[src/rtl/protocol_pkg.sv]
// rtl/protocol_pkg.sv - shared state, error-code and marker definitions for the sensor request/response protocol
package protocol_pkg;

    typedef enum logic [2:0] {
        ST_IDLE = 3'd0,
        ST_ADDR = 3'd1,
        ST_CMD  = 3'd2,
        ST_CHK  = 3'd3,
        ST_FOOT = 3'd4
    } state_t;

    localparam logic [2:0] ERR_NONE       = 3'd0;
    localparam logic [2:0] ERR_BAD_FOOTER = 3'd1;
    localparam logic [2:0] ERR_BAD_ADDR   = 3'd2;
    localparam logic [2:0] ERR_TIMEOUT    = 3'd3;
    localparam logic [2:0] ERR_OVERFLOW   = 3'd4;
    localparam logic [2:0] ERR_BAD_CHK    = 3'd5;

    localparam logic [7:0] DEFAULT_SYNC_BYTE   = 8'hFF;
    localparam logic [7:0] DEFAULT_FOOTER_BYTE = 8'h7F;

endpackage

[src/rtl/protocol_timeout_cnt.sv]
// rtl/protocol_timeout_cnt.sv - clear/enable inactivity counter that flags expiry after TIMEOUT_CYC idle cycles
module protocol_timeout_cnt #(
    parameter int TIMEOUT_CYC = 1024
) (
    input  logic clk,
    input  logic reset,
    input  logic clr,
    input  logic en,
    output logic expire
);

    localparam int CNT_W = $clog2(TIMEOUT_CYC);
    localparam logic [CNT_W-1:0] LAST = CNT_W'(TIMEOUT_CYC - 1);

    logic [CNT_W-1:0] cnt;

    // A clear in the expiry cycle (an accepted beat) suppresses the expiry.
    assign expire = en && !clr && (cnt == LAST);

    always_ff @(posedge clk or negedge reset) begin
        if (!reset) begin
            cnt <= '0;
        end else if (clr || expire) begin
            cnt <= '0;
        end else if (en) begin
            cnt <= cnt + CNT_W'(1);
        end
    end

endmodule

[src/rtl/protocol_req_rx.sv]
// rtl/protocol_req_rx.sv - sensor request packet receiver; PROTOCOL_REQ_CHECKSUM_EN adds the CHK byte
module protocol_req_rx
    import protocol_pkg::*;
#(
    parameter int                DATA_W      = 8,
    parameter logic [DATA_W-1:0] SYNC_BYTE   = DATA_W'(DEFAULT_SYNC_BYTE),
    parameter logic [DATA_W-1:0] FOOTER_BYTE = DATA_W'(DEFAULT_FOOTER_BYTE),
    parameter int                NUM_SENSORS = 32,
    parameter int                TIMEOUT_CYC = 1024
) (
    input  logic              clk,
    input  logic              reset,
    input  logic              in_valid,
    input  logic [DATA_W-1:0] in_data,
    output logic              out_valid,
    input  logic              out_ready,
    output logic [DATA_W-1:0] out_addr,
    output logic [DATA_W-1:0] out_cmd,
    output logic              err,
    output logic [2:0]        err_code
);

    localparam logic [DATA_W:0] ADDR_LIMIT = (DATA_W + 1)'(NUM_SENSORS);

    state_t            state;
    logic [DATA_W-1:0] addr_q;
    logic [DATA_W-1:0] cmd_q;
    logic              chk_ok;
    logic              expire;
    logic              addr_bad;
    logic              hold_blocked;

    assign addr_bad     = {1'b0, addr_q} >= ADDR_LIMIT;
    assign hold_blocked = out_valid && !out_ready;

    protocol_timeout_cnt #(
        .TIMEOUT_CYC(TIMEOUT_CYC)
    ) u_timeout (
        .clk   (clk),
        .reset (reset),
        .clr   ((state == ST_IDLE) || in_valid),
        .en    (state != ST_IDLE),
        .expire(expire)
    );

`ifdef PROTOCOL_REQ_CHECKSUM_EN
    always_ff @(posedge clk or negedge reset) begin
        if (!reset) begin
            chk_ok <= 1'b1;
        end else if (in_valid && state == ST_CHK) begin
            chk_ok <= (in_data == (addr_q ^ cmd_q));
        end
    end
`else
    assign chk_ok = 1'b1;
`endif

    always_ff @(posedge clk or negedge reset) begin
        if (!reset) begin
            state     <= ST_IDLE;
            addr_q    <= '0;
            cmd_q     <= '0;
            out_valid <= 1'b0;
            out_addr  <= '0;
            out_cmd   <= '0;
            err       <= 1'b0;
            err_code  <= ERR_NONE;
        end else begin
            err      <= 1'b0;
            err_code <= ERR_NONE;
            if (out_valid && out_ready) begin
                out_valid <= 1'b0;
            end

            if (expire) begin
                state    <= ST_IDLE;
                err      <= 1'b1;
                err_code <= ERR_TIMEOUT;
            end else if (in_valid) begin
                case (state)
                    ST_IDLE: begin
                        if (in_data == SYNC_BYTE) begin
                            state <= ST_ADDR;
                        end
                    end
                    ST_ADDR: begin
                        addr_q <= in_data;
                        state  <= ST_CMD;
                    end
                    ST_CMD: begin
                        cmd_q <= in_data;
`ifdef PROTOCOL_REQ_CHECKSUM_EN
                        state <= ST_CHK;
`else
                        state <= ST_FOOT;
`endif
                    end
`ifdef PROTOCOL_REQ_CHECKSUM_EN
                    ST_CHK: begin
                        state <= ST_FOOT;
                    end
`endif
                    ST_FOOT: begin
                        state <= ST_IDLE;
                        if (in_data != FOOTER_BYTE) begin
                            err      <= 1'b1;
                            err_code <= ERR_BAD_FOOTER;
                        end else if (!chk_ok) begin
                            err      <= 1'b1;
                            err_code <= ERR_BAD_CHK;
                        end else if (addr_bad) begin
                            err      <= 1'b1;
                            err_code <= ERR_BAD_ADDR;
                        end else if (hold_blocked) begin
                            err      <= 1'b1;
                            err_code <= ERR_OVERFLOW;
                        end else begin
                            // Overrides the drain clear above when both happen together.
                            out_valid <= 1'b1;
                            out_addr  <= addr_q;
                            out_cmd   <= cmd_q;
                        end
                    end
                    default: begin
                        state <= ST_IDLE;
                    end
                endcase
            end
        end
    end

endmodule
[config.mk]
export PLATFORM = sky130hd
export DESIGN_NAME = protocol_req_rx
export DESIGN_NICKNAME = d
export VERILOG_FILES = /design/src/rtl/protocol_pkg.sv /design/src/rtl/protocol_timeout_cnt.sv /design/src/rtl/protocol_req_rx.sv
export SDC_FILE = /design/constraint.sdc
export NUM_CORES = 1
export LEC_CHECK = 0
export CAP_MARGIN = 20
export CORE_MARGIN = 1
export CORE_UTILIZATION = 55
export DETAILED_ROUTE_END_ITERATION = 16
export DONT_BUFFER_PORTS = 1
export GPL_TIMING_DRIVEN = 1
export PLACE_DENSITY = 0.7
export SKIP_LAST_GASP = 1
export SYNTH_ARGS = -nofsm -noshare
export SYNTH_HDL_FRONTEND = slang
export SYNTH_SLANG_ARGS = --single-unit
[constraint.sdc]
create_clock -name clk -period 5.1 [get_ports clk]
set_clock_uncertainty 0.1 [all_clocks]
set_input_delay 0.255 -clock clk [delete_from_list [all_inputs] [get_ports clk]]
set_output_delay 0.255 -clock clk [all_outputs]
set_load 0.05 [all_outputs]
# Word level (Yosys, flattened, before mapping)
# Cells that the tools add are included.
# totals
output_inout_bits	21
inputBits	12
reg_bits	50
word_cells	63
# classes
n_eq_ne	7
order_cmp	1
mux	25
reduce_logical	16
bitwise_logic	4
n_addsub	1
# ops
operator	count
3-bit 2-to-1 mux	9
10-bit 2-to-1 mux	2
1-bit 2-to-1 mux	13
10-bit by 1-bit adder with 10-bit output, second input constant	1
10-bit equality test, second input constant	1
3-bit one-hot mux with 3 select lines	1
8-bit equality test, second input constant	1
8-bit by 6-bit greater-or-equal comparator with 1-bit output, second input constant	1
8-bit by 7-bit != test with 1-bit output, second input constant	1
3-bit AND reduction	2
6-bit AND reduction	1
1-bit logical AND	4
1-bit NOT	4
2-bit nonzero test	2
3-bit by 1-bit equality test with 1-bit output, second input constant	1
3-bit by 2-bit equality test with 1-bit output, second input constant	1
3-bit equality test, second input constant	1
3-bit zero test	1
3-bit by 1-bit != test with 1-bit output, second input constant	1
3-bit nonzero test	1
1-bit zero test	2
1-bit logical OR	2
2-bit AND reduction	1

# Logic depth before layout (Yosys ltp)
# Gate-level depths: netlist of run 1.
# depth
word_depth	8
depth_mapped	6
ltp_nobuf	5

# Modules after synthesis
# A second synthesis of run 1 with hierarchy kept.
# hier_totals
hier_cells	161
area_unflattened_um2	2165.8
# modules_own_cells
mod	cells_each	n_inst	area_per_inst_um2	seq_area_each_um2
protocol_req_rx	107	1	1610.3	1001.0
protocol_timeout_cnt	54	1	555.5	250.2

# Worst setup path before layout of run 1
# OpenSTA, ideal clock, no wires.
# synth_timing
kind	reg-to-reg
start	register out_valid
end	register out_addr[4]
stages_incl_launch_ff	5
setup_slack_ps	3345
path_buffers	1
t_arrival_ps	1530
t_required_ps	4875
synth_period_minus_slack_ps	1755
setup_time_ps	125
path_cell_list	dfrtp_1 > nand2b_1 > nand4_4 > buf_6 > mux2_4
# synth_via
elab_chain_len	3
# synth_lines
element	line_no	text
start: declaration	protocol_req_rx.sv:15	output logic out_valid,
start signal: assignment	protocol_req_rx.sv:63	out_valid <= 1'b0;
start signal: assignment	protocol_req_rx.sv:72	out_valid <= 1'b0;
start signal: assignment	protocol_req_rx.sv:119	out_valid <= 1'b1;
1-bit logical AND	protocol_req_rx.sv:34	assign hold_blocked = out_valid && !out_ready;
1-bit NOT (no source line)	-	
6-bit AND reduction (no source line)	-	
end signal: assignment	protocol_req_rx.sv:120	out_addr <= addr_q;
end: declaration	protocol_req_rx.sv:17	output logic [DATA_W-1:0] out_addr,
# Every way passes these cells.
# A chain may end at the register's enable or synchronous reset.

# Final worst setup path of run 1
# layout_timing
start	register out_valid
end	register out_cmd[1]
# layout_via
elab_chain_len	3
# layout_lines
element	line_no	text
1-bit logical AND	protocol_req_rx.sv:34	
1-bit NOT (no source line)	-	
6-bit AND reduction (no source line)	-	
end signal: assignment	protocol_req_rx.sv:121	out_cmd <= cmd_q;
end: declaration	protocol_req_rx.sv:18	output logic [DATA_W-1:0] out_cmd,
# Every way passes these cells.

==> flow_metrics.env, run 1 <==
export IMPL_grt_max_degree=51
export IMPL_areaGrowthSynthToFinish_pct=12.71
export IMPL_hold_class="in2reg"
export IMPL_fp_dieH_um=64.04
export IMPL_rows=22
export IMPL_layout_commonest_cell="dfrtp_1"
export IMPL_diodes=0
export IMPL_ctsHtreeMaxLevel=2
export IMPL_drt_iter0_drc=57
export IMPL_ys_async_sr_fraction_pct=100.0
export IMPL_grt_use_total_pct=19.98
export IMPL_grt_pass1_wl_mm=6.072
export IMPL_ys_seq_elements=50
export IMPL_detailed_place_hpwl_mm=2.477
export IMPL_clock_root_buffer="clkbuf_8"
export IMPL_yosysWarningCount=0
export IMPL_ys_flop_type="dfrtp_1"
export IMPL_leakagePower_nw=1.146
export IMPL_drive_above_1_share_pct=30.12
export IMPL_ios=33
export IMPL_insertion_delay_ns=0.30
export IMPL_outcome="completed"
export IMPL_cts_buffer_depth=2
export IMPL_cp_required_ns=5.19
export IMPL_cts_sinks=50
export IMPL_synth_area_um2=2117
export IMPL_die_x_um=64.04
export IMPL_ir_drop_uv=153.9
export IMPL_cp_start_kind="flop"
export IMPL_cp_slowest_cell="dfrtp_1"
export IMPL_max_slew_margin_rel_pct=66.69
export IMPL_maxCapViolations=0
export IMPL_synth_seq_area_share_pct=59.10
export IMPL_first_pass_iters=4
export IMPL_setup_viol=0
export IMPL_core_um2=3689
export IMPL_multi_input_area_um2=837.1
export IMPL_die_area_um2=4101
export IMPL_cp_max_fo=16
export IMPL_period_share_pct=36.61
export IMPL_wl_mm=3.695
export IMPL_grt_pass1_vias=1238
export IMPL_synth_edf_count=0
export IMPL_p_per_area_nw_per_um2=296.4
export IMPL_netlist_instances=151
export IMPL_power_mw=0.7073
export IMPL_synth_cell_types=38
export IMPL_tritoncts="done"
export IMPL_final_util_pct=64.69
export IMPL_cts_resized=0
export IMPL_drc=0
export IMPL_antenna_found_initial=0
export IMPL_final_cell_mix="dfrtp_1, mux2_2, nor2_1"
export IMPL_fin_nets=178
export IMPL_clk_pin_slew_ns=0.09
export IMPL_layout_min_cycle_time_ns=1.867
export IMPL_globalRoute_totalOverflow=0
export IMPL_start_util_pct=57.39
export IMPL_syn_nets=164
export IMPL_via_per_inst=5.720
export IMPL_wire_per_inst_um=17.27
export IMPL_rsz0062_at_grt="false"
export IMPL_slew_viol_final=0
export IMPL_critPathMaxStageDelay_ns=0.57
export IMPL_avgSynthCellArea_um2=14.02
export IMPL_cp_end_kind="flop"
export IMPL_gp_congestion=0.6965
export IMPL_finalSetupTns_ns=0
export IMPL_worstPathArrival_ns=1.96
export IMPL_postRouteAntennaNets=0
export IMPL_num_vias=1224
export IMPL_crit_chain="nand2b_1 > nand4_4 > mux2_4"
export IMPL_numPortBuffers=0
export IMPL_worstMarginPinSlew_ns=0.4996
export IMPL_hold_viol=0
export IMPL_crit_type="reg2reg"
export IMPL_fillers=279
export IMPL_fmax_ghz=0.5356
export IMPL_cts_made_buffers=5
export IMPL_seq_area_um2=1251
-- through the flow --
| step | hold slack, ns | cell area, um2 | instances | setup WS [ns] |
|---|---|---|---|---|
| finish | 0.004858 | 2386 | 214 | 3.233 |
| global route | 0.0007677 | 2386 | 214 | 3.181 |
| CTS | 0.0000004718 | 2346 | 210 | 3.235 |
| detailed placement | -0.1394 | 2152 | 195 | 3.245 |
| global placement | -0.1397 | 2152 | 195 | 3.272 |
| floorplan | -0.1406 | 2117 | 151 | 3.345 |
-- critical path, delay by kind of cell, from the launching register on --
family,cells,cell delay (ns)
and+or+nand+nor,2,0.68
DFF,1,0.57
muxes,1,0.40
-- cells by family after synthesis --
logic type | count (synthesis) | share of synthesized area, %
buffers and inverters | 5 | 1.359
adders and majority gates | 1 | 0.5909
and+or+nand+nor | 50 | 15.90
DFF | 50 | 59.10
xor gates and xnor gates | 8 | 3.309
AOI/OAI and AO/OA | 8 | 3.074
muxes | 29 | 16.67
-- per-layer routing --
metal,part of all wire (%),track usage (%)
met2,47,30.72
met4,1.7,9.943
met3,4.4,5.893
met1,46,25.72
met5,0,0
-- sequential cells by signal, indices dropped and copies added, names as in the netlist --
signal,flops
u_timeout.cnt,10
addr_q,8
cmd_q,8
out_addr,8
out_cmd,8
err_code,3
state,3
err,1
out_valid,1
-- path summary, 6_finish.rpt --
kind                                              startpoint                            to  slack [ns]  depth (start not counted)
worst max register to register           out_valid$_DFF_PN0_        out_cmd[1]$_DFFE_PN0P_        3.23                          3
min in group asynchronous                              reset        out_cmd[5]$_DFFE_PN0P_        0.38                          2
worst min-delay path                              in_data[5]          cmd_q[5]$_DFFE_PN0P_       0.005                          1
worst max-delay path                     out_valid$_DFF_PN0_        out_cmd[1]$_DFFE_PN0P_        3.23                          3
worst min register to register  u_timeout.cnt[0]$_DFFE_PN0P_  u_timeout.cnt[0]$_DFFE_PN0P_        0.39                          1
max in group asynchronous                              reset          state[2]$_DFFE_PN0P_        4.32                          2
-- where the power goes --
part | internal (mW) | total [mW] | leakage, nW | switching (mW)
Sequential | 0.403 | 0.408 | 0.696 | 0.00486
Clock | 0.147 | 0.267 | 0.0524 | 0.120
Combinational | 0.0155 | 0.0321 | 0.398 | 0.0166
-- Yosys cell counts, types with 3 or more instances --
master / n / share of area, %
xnor2_1: 4 / 1.7
nand3_1: 4 / 0.95
nor3_1: 3 / 0.71
nand2_1: 7 / 1.2
dfrtp_1: 50 / 59
mux2_4: 7 / 5.0
and2_1: 4 / 1.2
nor2_1: 11 / 2.0
mux2_2: 22 / 12
xor2_1: 4 / 1.7
-- cell type report --
cell class                      count  share of cell area [%]
Tap cell                           48                   2.517
Multi-Input combinational cell     96                   35.08
Timing Repair Buffer               11                   5.349
Inverter                            1                  0.1573
Sequential cell                    50                   52.44
Clock buffer                        7                   3.199
Clock inverter                      1                   1.259
-- what timing repair did --
item / in CTS / in global routing
endpoints found under the hold margin: 57 / 6
hold buffers: 7 / 4
buffers inserted: 0 / 0
Note: power is estimated with default switching activity, not from simulation.
==> run 2, diff against run 1 <==
clock period = 1.9 ns   (was 5.1 ns; I/O delays follow)
==> flow_metrics.env, run 2 (same netlist as run 1, synthesis figures left out) <==
export IMPL_outcome="completed"
export IMPL_grt_util_met3_pct=6.786
export IMPL_cp_required_ns=1.99
export IMPL_drive_above_1_share_pct=31.95
export IMPL_cts_made_buffers=5
export IMPL_fin_nets=181
export IMPL_drt_iter0_drc=53
export IMPL_cts_resized=0
export IMPL_cts_post_setup_buffers_inserted=0
export IMPL_clock_root_buffer="clkbuf_8"
export IMPL_rsz0062_at_grt="false"
export IMPL_layout_commonest_cell="dfrtp_1"
export IMPL_finalSetupTns_ns=0
export IMPL_leakagePower_nw=1.162
export IMPL_critPathTopFamily="simple AND/OR/NAND/NOR gates"
export IMPL_first_pass_iters=2
export IMPL_maxCapViolations=0
export IMPL_hold_viol=0
export IMPL_ctsHtreeMaxLevel=2
export IMPL_setup_viol=0
export IMPL_fp_dieH_um=64.04
export IMPL_antenna_found_initial=0
export IMPL_stdcell_area_um2=2412
export IMPL_cts_buffer_depth=2
export IMPL_worstMarginPinSlew_ns=0.5203
export IMPL_diodes=0
export IMPL_insertion_delay_ns=0.31
export IMPL_r2r_setup_slack_ns=0.14
export IMPL_drc=0
export IMPL_clk_pin_slew_ns=0.09
export IMPL_fillers=280
export IMPL_path_buf_inv=0
export IMPL_cts_sinks=50
export IMPL_worstHoldStart="in_data[3]"
export IMPL_hold_class="in2reg"
export IMPL_globalRoute_totalOverflow=0
export IMPL_grt_pass1_wl_mm=6.127
export IMPL_regMostFlops="u_timeout.cnt"
export IMPL_start_util_pct=57.39
export IMPL_numPortBuffers=0
export IMPL_die_x_um=64.04
export IMPL_crit_type="reg2reg"
export IMPL_cp_start_kind="flop"
export IMPL_power_mw=1.927
export IMPL_die_area_um2=4101
export IMPL_worstHoldPathCells=3
export IMPL_wl_mm=3.586
export IMPL_ir_drop_uv=520.6
export IMPL_p_per_area_nw_per_um2=798.8
export IMPL_busiest_layer="met2"
export IMPL_met2_usage_pct=29.26
export IMPL_cp_slowest_cell="mux2_4"
export IMPL_postRouteAntennaNets=0
export IMPL_period_share_pct=92.65
export IMPL_grt_pass1_vias=1250
export IMPL_placed_area_um2=2175
export IMPL_via_per_inst=5.567
export IMPL_r2r_cells=4
export IMPL_rows=22
export IMPL_grt_max_degree=51
export IMPL_tritoncts="done"
export IMPL_gp_congestion=0.7506
export IMPL_cp_max_fo=16
export IMPL_max_slew_margin_rel_pct=65.32
export IMPL_ios=33
export IMPL_wire_per_inst_um=16.53
export IMPL_core_um2=3689
export IMPL_critPathMaxStageDelay_ns=0.39
export IMPL_final_cell_mix="dfrtp_1, mux2_2, nor2_1"
export IMPL_worstPathArrival_ns=1.85
export IMPL_num_vias=1208
export IMPL_layout_min_cycle_time_ns=1.760
export IMPL_fmax_ghz=0.5681
export IMPL_timing_rr_start="addr_q[7]$_DFFE_PN0P_"
export IMPL_final_util_pct=65.40
export IMPL_timing_hold_ws_ns=0.01151
export IMPL_slew_viol_final=0
export IMPL_cp_end_kind="flop"
export IMPL_grt_use_total_pct=20.78
export IMPL_detailed_place_hpwl_mm=2.436
export IMPL_holdPathEnd="err_code[0]$_DFF_PN0_"
export IMPL_r2r_end="out_cmd[2]$_DFFE_PN0P_"
export IMPL_crit_chain="or2_1 > nor2_4 > nand4_4 > mux2_4"
export IMPL_areaGrowthSynthToFinish_pct=13.95
export IMPL_met1_usage_pct=27.70
export IMPL_cts_hold_buf=11
export IMPL_largest_reg_flops=10
[run 2: cell count changes in the layout (fill, tap and decap cells not counted), sizes merged]
cell	delta
buf	+3
clkbuf	-1
clkinvlp	+1
[run 2: worst min-delay path, stage by stage]
cell and delay (ns):
nand4_2 0.08, nor3_4 0.06, o21ai_0 0.14
[run 2: worst max-delay path by stage]
| stage | startpoint | to | cells after the start | slack [ns] |
|---|---|---|---|---|
| 6_report | addr_q[7]$_DFFE_PN0P_ | out_cmd[2]$_DFFE_PN0P_ | 4 | 0.14 |
| 5_1_grt | addr_q[7]$_DFFE_PN0P_ | out_cmd[2]$_DFFE_PN0P_ | 4 | 0.05 |
| 4_1_cts | addr_q[7]$_DFFE_PN0P_ | out_cmd[2]$_DFFE_PN0P_ | 4 | 0.12 |
| 3_5_place_dp | addr_q[7]$_DFFE_PN0P_ | out_cmd[2]$_DFFE_PN0P_ | 4 | 0.12 |
| 3_3_place_gp | addr_q[7]$_DFFE_PN0P_ | out_cmd[1]$_DFFE_PN0P_ | 4 | 0.17 |
| 2_1_floorplan | out_valid$_DFF_PN0_ | out_addr[4]$_DFFE_PN0P_ | 4 | 0.14 |
[run 2: stage by stage]
step	worst slack, ns	instances
finish	0.1397	217
global route	0.04549	217
CTS	0.1212	217
detailed placement	0.1230	198
global placement	0.1697	198
floorplan	0.1447	151
[run 2: power breakdown]
part	total (mW)	internal, mW	switching (mW)	leakage (nW)
Clock	0.744	0.393	0.351	0.0514
Sequential	1.10	1.08	0.0123	0.696
Combinational	0.0881	0.0418	0.0463	0.414
Total	1.93	1.52	0.409	1.16
[run 2: routing by layer]
metal | vias to the layer above | part of all wire, %
li1 | 566 | -
met1 | 607 | 46
met3 | 8 | 4.9
met2 | 27 | 46
met4 | 0 | 3.5
met5 | - | 0
[run 2: layout make-up]
cell class	instances	area (um2)	area share (%)
flip-flops and latches	50	1251	51.87
multi-input cells	96	837.1	34.70
repair buffers	14	150.1	6.224
clock buffers	6	72.57	3.008
well taps	48	60.06	2.490
clock inverters	2	37.54	1.556
inverters	1	3.754	0.1556
==> run 3, diff against run 2 <==
CORE_UTILIZATION = 60   (was 55)
PLACE_DENSITY = 0.76   (was 0.7)
==> flow_metrics.env, run 3 (same netlist as run 1, synthesis figures left out) <==
export IMPL_timing_rr_start="u_timeout.cnt[0]$_DFFE_PN0P_"
export IMPL_finalSetupTns_ns=0
export IMPL_start_util_pct=62.95
export IMPL_slew_viol_final=0
export IMPL_antenna_found_initial=0
export IMPL_clk_pin_slew_ns=0.13
export IMPL_fmax_ghz=0.5648
export IMPL_rsz0062_at_grt="false"
export IMPL_layout_commonest_cell="dfrtp_1"
export IMPL_grt_pass1_wl_mm=5.388
export IMPL_stdcell_area_um2=2399
export IMPL_via_per_inst=5.670
export IMPL_cp_max_fo=7
export IMPL_globalRoute_totalOverflow=0
export IMPL_p_sw_mw=0.3806
export IMPL_regMostFlops="u_timeout.cnt"
export IMPL_final_instance_count_excl_fill=215
export IMPL_die_area_um2=3770
export IMPL_outcome="completed"
export IMPL_p_per_area_nw_per_um2=742.2
export IMPL_ios=33
export IMPL_final_cell_mix="dfrtp_1, mux2_2, nor2_1, dlygate4sd3_1"
export IMPL_clkPwrFrac_pct=33.3
export IMPL_layout_min_cycle_time_ns=1.771
export IMPL_worstMarginPinSlew_ns=0.5070
export IMPL_leakagePower_nw=1.161
export IMPL_largest_reg_flops=10
export IMPL_numPortBuffers=0
export IMPL_clock_root_buffer="clkbuf_4"
export IMPL_grt_use_total_pct=20.88
export IMPL_intPower_mw=1.399
export IMPL_maxCapViolations=0
export IMPL_rows=21
export IMPL_worstHoldStart="in_data[0]"
export IMPL_worstHoldPathCells=3
export IMPL_detailed_place_hpwl_mm=2.347
export IMPL_cts_made_buffers=5
export IMPL_seq_power_share_pct=61.6
export IMPL_wire_per_inst_um=16.21
export IMPL_grt_max_degree=51
export IMPL_r2r_end="u_timeout.cnt[3]$_DFFE_PN0P_"
export IMPL_hold_class="in2reg"
export IMPL_holdPathEnd="err_code[0]$_DFF_PN0_"
export IMPL_hold_viol=0
export IMPL_crit_type="reg2reg"
export IMPL_grt_pass1_vias=1154
export IMPL_first_pass_iters=4
export IMPL_postRouteAntennaNets=0
export IMPL_cp_end_kind="flop"
export IMPL_ir_drop_uv=433.2
export IMPL_areaGrowthSynthToFinish_pct=13.30
export IMPL_tritoncts="done"
export IMPL_drt_iter0_drc=58
export IMPL_dp_cells=195
export IMPL_power_mw=1.780
export IMPL_r2r_setup_slack_ns=0.13
export IMPL_die_x_um=61.40
export IMPL_cp_start_kind="flop"
export IMPL_drive_above_1_share_pct=31.95
export IMPL_fin_ws_ns=0.1294
export IMPL_cts_sinks=50
export IMPL_placed_area_um2=2165
export IMPL_r2r_cells=5
export IMPL_power_frac_comb_pct=5.1
export IMPL_cts_resized=0
export IMPL_dpl_worst_slack_ns=0.1015
export IMPL_wl_mm=3.486
export IMPL_swShare_pct=21.38
export IMPL_period_share_pct=93.19
export IMPL_gp_congestion=0.7775
export IMPL_ctsHtreeMaxLevel=2
export IMPL_core_um2=3363
export IMPL_cts_buffer_depth=2
export IMPL_fin_nets=182
export IMPL_worstPathArrival_ns=1.96
export IMPL_cp_required_ns=2.09
export IMPL_max_slew_margin_rel_pct=66.20
export IMPL_fp_dieH_um=61.40
export IMPL_insertion_delay_ns=0.37
export IMPL_diodes=0
export IMPL_setup_viol=0
export IMPL_drc=0
export IMPL_num_vias=1219
## run 3: cell types whose count changed in the layout (fill, tap and decap cells not counted), sizes merged
cell / before / now
clkbuf: 6 / 5
clkinv: 0 / 1
clkinvlp: 1 / 0
dlygate4sd3: 10 / 11
## run 3: power by group through the flow
stage	logic, mW	clock network [mW]	registers, mW
6_report	0.0911	0.593	1.10
3_5_place_dp	0.0402	0	1.12
4_1_cts	0.0931	0.613	1.10
2_1_floorplan	0.0359	0	1.11
3_3_place_gp	0.0382	0	1.12
5_1_grt	0.102	0.653	1.10
## run 3: timing repair
item,4_1_cts,5_1_grt
hold buffers,12,0
endpoints found under the setup margin,0,1
endpoints found under the hold margin,77,0
setup buffers,0,1
## run 3: final cells by class
cell class,instances,area (um2)
Clock buffer,5,37.54
Tap cell,46,57.56
Timing Repair Buffer,15,172.7
Sequential cell,50,1251
Multi-Input combinational cell,96,837.1
Inverter,1,3.754
Fill cell,250,964.7
Clock inverter,2,38.79
## run 3: metrics by stage
| step | hold WS (ns) | utilization, % |
|---|---|---|
| 4_1_cts | 0.03141 | 70.72 |
| 6_report | 0.04939 | 71.32 |
| 5_1_grt | 0.08033 | 71.32 |
| 3_5_place_dp | -0.2995 | 64.36 |
| 3_3_place_gp | -0.2995 | 64.36 |
| 2_1_floorplan | -0.3006 | - |
## run 3: worst max-delay path by stage
| stage | slack [ns] | endpoint | from |
|---|---|---|---|
| 4_1_cts | 0.08 | out_cmd[2]$_DFFE_PN0P_ | addr_q[7]$_DFFE_PN0P_ |
| 2_1_floorplan | 0.14 | out_addr[4]$_DFFE_PN0P_ | out_valid$_DFF_PN0_ |
| 6_report | 0.13 | u_timeout.cnt[3]$_DFFE_PN0P_ | u_timeout.cnt[0]$_DFFE_PN0P_ |
| 3_3_place_gp | 0.17 | out_cmd[1]$_DFFE_PN0P_ | addr_q[7]$_DFFE_PN0P_ |
| 5_1_grt | 0.04 | u_timeout.cnt[3]$_DFFE_PN0P_ | u_timeout.cnt[0]$_DFFE_PN0P_ |
| 3_5_place_dp | 0.10 | out_cmd[2]$_DFFE_PN0P_ | addr_q[7]$_DFFE_PN0P_ |
## run 3: per-layer routing
layer,vias up,global-route usage [%],part of all wire [%]
li1,564,-,-
met1,625,25.66,44
met2,24,34.32,50
met3,6,4.832,3.0
met4,0,11.43,2.2
met5,-,0,0
## run 3: critical path, stage by stage, from the launching register on
cell	delay (ns)
dfrtp_1	0.44
ha_1	0.25
and4_1	0.26
and3_1	0.18
or2_2	0.34
nor2_1	0.13
